**src/rtl/serial_add_pkg.sv**
```systemverilog
// Shared types for the bit-serial adder sequencer: FSM encoding and default width.
package serial_add_pkg;

  localparam int DEFAULT_WIDTH = 8;

  typedef enum logic [1:0] {
    IDLE = 2'd0,
    RUN  = 2'd1,
    DONE = 2'd2
  } state_t;

endpackage

```
**src/rtl/serial_add_ctrl_fa_cell.sv**
```systemverilog
// One-bit full adder; the single arithmetic cell the sequencer time-shares.
module fa_cell (
  input  logic a,
  input  logic b,
  input  logic ci,
  output logic s,
  output logic co
);

  assign s  = a ^ b ^ ci;
  assign co = (a & b) | (a & ci) | (b & ci);

endmodule

```
**src/rtl/serial_add_ctrl.sv**
```systemverilog
// Bit-serial adder sequencer: one full-adder cell walks a WIDTH-bit add LSB first,
// one bit per enabled cycle. Outputs come straight from registers.
//
// Handshake: start is a request sampled only on edges with ena=1 while not busy
// (IDLE or DONE); an accepted start clears done, and done then rises exactly
// WIDTH enabled edges later and holds sum/cout until the next accepted start.
module serial_add_ctrl
  import serial_add_pkg::*;
#(
  parameter int WIDTH = DEFAULT_WIDTH
) (
  input  logic             clk,
  input  logic             rst_n,
  input  logic             ena,
  input  logic             start,
  input  logic [WIDTH-1:0] op_a,
  input  logic [WIDTH-1:0] op_b,
  input  logic             cin,
  output logic             busy,
  output logic             done,
  output logic [WIDTH-1:0] sum,
  output logic             cout,
  output state_t           o_dbg_state
);

  localparam int CNT_W = $clog2(WIDTH + 1);

  state_t           r_state;
  state_t           w_next_state;
  logic [CNT_W-1:0] r_count;
  logic [WIDTH-1:0] r_sh_a;
  logic [WIDTH-1:0] r_sh_b;
  logic [WIDTH-1:0] r_sum;
  logic             r_carry;
  logic             r_cout;
  logic             w_s;
  logic             w_co;
  logic             w_accept;
  logic             w_last;

  fa_cell u_fa (
    .a  (r_sh_a[0]),
    .b  (r_sh_b[0]),
    .ci (r_carry),
    .s  (w_s),
    .co (w_co)
  );

  assign w_accept = ena && start && (r_state != RUN);
  assign w_last   = (r_state == RUN) && (r_count == CNT_W'(WIDTH - 1));

  always_comb begin
    w_next_state = r_state;
    if (ena) begin
      case (r_state)
        IDLE, DONE: if (start)  w_next_state = RUN;
        RUN:        if (w_last) w_next_state = DONE;
        default:                w_next_state = IDLE;
      endcase
    end
  end

  always_ff @(posedge clk) begin
    if (!rst_n) r_state <= IDLE;
    else        r_state <= w_next_state;
  end

  always_ff @(posedge clk) begin
    if (!rst_n) begin
      r_count <= '0;
      r_sh_a  <= '0;
      r_sh_b  <= '0;
      r_sum   <= '0;
      r_carry <= 1'b0;
      r_cout  <= 1'b0;
    end else if (ena) begin
      if (w_accept) begin
        // sum/cout are left alone here; the shift below overwrites them bit by bit
        r_sh_a  <= op_a;
        r_sh_b  <= op_b;
        r_carry <= cin;
        r_count <= '0;
      end else if (r_state == RUN) begin
        r_sum   <= {w_s, r_sum[WIDTH-1:1]};
        r_sh_a  <= {1'b0, r_sh_a[WIDTH-1:1]};
        r_sh_b  <= {1'b0, r_sh_b[WIDTH-1:1]};
        r_carry <= w_co;
        r_count <= r_count + 1'b1;
        if (w_last) r_cout <= w_co;
      end
    end
  end

  assign busy        = (r_state == RUN);
  assign done        = (r_state == DONE);
  assign sum         = r_sum;
  assign cout        = r_cout;
  assign o_dbg_state = r_state;

endmodule

```
**config.mk**
```make
export PLATFORM = sky130hd
export DESIGN_NAME = serial_add_ctrl
export DESIGN_NICKNAME = d
export VERILOG_FILES = /design/src/rtl/serial_add_pkg.sv /design/src/rtl/serial_add_ctrl_fa_cell.sv /design/src/rtl/serial_add_ctrl.sv
export SDC_FILE = /design/constraint.sdc
export NUM_CORES = 1
export LEC_CHECK = 0
export ABC_CLOCK_PERIOD_IN_PS = 1500
export BUFFER_PORTS_ARGS = -buffer_cell sky130_fd_sc_hd__buf_2
export CAP_MARGIN = 10
export CORE_ASPECT_RATIO = 1.2
export CORE_MARGIN = 2
export CORE_UTILIZATION = 52
export CTS_CLUSTER_SIZE = 14
export DETAILED_ROUTE_END_ITERATION = 8
export PLACE_DENSITY = 0.8
export SLEW_MARGIN = 15
export SYNTH_ARGS = -nofsm -noshare
export SYNTH_HDL_FRONTEND = slang
export SYNTH_HIERARCHICAL = 1
export SYNTH_SLANG_ARGS = --single-unit
```
**constraint.sdc**
```tcl
create_clock -name clk -period 1.5 [get_ports clk]
set_clock_uncertainty 0.05 [all_clocks]
set_input_delay 0.225 -clock clk [delete_from_list [all_inputs] [get_ports clk]]
set_output_delay 0.225 -clock clk [all_outputs]
set_load 0.01 [all_outputs]
```
==> impl_metrics.ini <==
[timing]
fmax_ghz = 0.691
setup_viol = 0
slew_headroom_pct = 85.0
worstMarginPinSlew_ns = 0.223
period_share_pct = 96.5
maxSlewViolCount = 0
min_period_ns = 1.45
setup_tns_ns = 0
finalHoldViolations = 0
rsz0062_at_grt = false

[detailed_routing]
wl_per_cell_um = 15.8
dr.pass1.iters = 5
final_antenna_net_count = 0
routed_via_density = 5.95
drc = 0
wirelength_um = 3600
dr.first_iter.drc_count = 58
vias = 1351

[pwr]
p_switching_mw = 0.452
switching_share_pct = 25.5
vdd_drop_max_mv = 0.921
p_leak_nw = 0.809
p_clk_share_pct = 37.4
powerDensity_nw_per_um2 = 990
share_comb_of_total_power_pct = 11.9
p_seq_share_pct = 50.7
finalPower_mw = 1.77
p_int_mw = 1.32

[die]
num_rows = 21
core_um2 = 2760
die_area_um2 = 3330
die_h_um = 62.8
initial_utilization_pct = 54.3
fp.dieW_um = 53.0
io-pin-count = 34

[cts]
numCtsBuffers = 5
clock_latency_ns = 0.34
cts_tree = done
root_buffer = clkbuf_4
cts.sinks = 32
htree_num_levels = 2
clockBufferDepth = 2
path_clk_slew_ns = 0.10
cts_hold_buf = 0

[grt]
grt_max_degree = 21
grt_pass1_vias = 1310
grt_pass1_wl_um = 5830
antenna_found_initial = 0
grt-ovfl-total = 0
grt_usage_pct = 23.7

[setup_path]
crit_path_start_kind = flip-flop
r2r-start = o_dbg_state[1]
cp_max_fo = 2
crit_start = o_dbg_state[1]
arrival_ns = 1.17
critPathKind = reg2out
required_ns = 1.22
end_kind = output port

[logic_synthesis]
synth.distinct_cells = 31
netlist_instances = 156
ys_seq_area_share_pct = 42.7
synth_seq_cells = 32
avgSynthCellArea_um2 = 9.61
netlist_area_um2 = 1500
ys_warn_count = 6
synth_fp_nets = 179

[placed_design]
portBuffers = 33
gp_congestion = 0.798
hpwl_um = 2430

[job]
max-cap-violations = 0

[layout]
layout.nets = 215
drive_gt1_share_pct = 30.6
n_antenna_cell = 0
fin_util_pct = 64.8
syn_to_final_growth_pct = 19.3

[hold_path]
hp-class = in2reg
min_from = op_a[7]

[outcome]
status = completed
[worst max-delay path, cell delays in order, from the launching register on]
cell and delay, ns:
dfxtp_2 0.34, nand2b_2 0.19, inv_2 0.09, buf_6 0.10
buf_2 0.12
[cells by family after synthesis]
group | Yosys count | synth area share, %
muxes | 3 | 2.09
buffers and inverters | 17 | 7.35
and+or+nand+nor | 53 | 21.9
adders and majority gates | 2 | 2.17
DFF | 32 | 42.7
AOI/OAI and AO/OA | 49 | 23.8
[power by group through the flow]
stage	clock (mW)	combinational, mW	sequential, mW
floorplan	0	0.137	0.912
global placement	0	0.196	0.914
detailed placement	0	0.205	0.916
CTS	0.675	0.210	0.897
global route	0.711	0.232	0.901
finish	0.662	0.211	0.897
[cells in the mapped netlist (all sizes together)]
library cell / number / area share, %
nor2b: 1 / 0.42
and4: 1 / 0.58
buf: 13 / 6.3
nor4: 1 / 0.42
o2bb2ai: 15 / 8.8
o21ai: 1 / 0.33
and3b: 16 / 9.3
nand2b: 2 / 1.0
a22o: 2 / 1.2
clkbuf: 2 / 0.50
mux2: 1 / 0.75
nand3: 11 / 3.7
o22ai: 3 / 2.2
dfxtp: 32 / 43
ha: 1 / 0.83
inv: 2 / 0.50
nor2: 2 / 0.50
nand3b: 1 / 1.3
o21a: 1 / 0.50
a211o: 1 / 0.58
fa: 1 / 1.3
nand2: 17 / 4.3
o211a: 1 / 0.67
mux2i: 2 / 1.3
a21oi: 10 / 3.3
a31oi: 15 / 6.3
nor3: 1 / 0.33
[what timing repair did]
| item | 4_1_cts | 5_1_grt |
|---|---|---|
| resized for setup | 1 | 2 |
| endpoints found under the setup margin | 1 | 1 |
| buffers inserted | 1 | 0 |
[final cells by class]
type / instances / area [um2]
clock buffer: 5 / 37.5
clock inverter: 3 / 42.5
tap: 34 / 42.5
multi-input combinational: 107 / 748
inverter: 2 / 7.51
fill: 245 / 971
sequential: 32 / 642
timing repair buffer: 44 / 268
[metal layers]
layer / GRT usage [%] / wire [um]
met1: 28.9 / 1490
met2: 38.3 / 1830
met3: 6.46 / 200
met4: 9.94 / 77
met5: 0 / 0
[state kept, by name, summed over array words and instances, names as in the netlist]
register and cells:
o_dbg_state 2, r_sh_b 8, sum 8, r_sh_a 8, r_carry 1, r_count 4
cout 1
[layout by cell type (no fill, tap or decap), drive strengths merged, types with 3 or more instances in the layout]
master	count
a21oi	10
a31oi	15
and3b	16
buf	44
clkbuf	5
dfxtp	32
nand2	17
nand3	11
o22ai	3
o2bb2ai	15
[final timing paths]
kind                      to  slack [ns]  cells after the start
hold / removal     r_sh_a[7]        0.10                      3
hold reg to reg         cout        0.41                      2
setup reg to reg  r_count[3]        0.13                      6
setup / recovery        busy        0.05                      4
[per-stage QoR]
stage,instance area (um2),setup slack (ns),cells,hold slack [ns]
floorplan,1500,0.247,156,0.325
global placement,1690,0.227,218,0.388
detailed placement,1690,0.148,218,0.390
CTS,1780,0.0295,227,0.0857
global route,1790,0.00474,227,0.0994
finish,1790,0.0523,227,0.102
(Power assumes the default switching activity.)
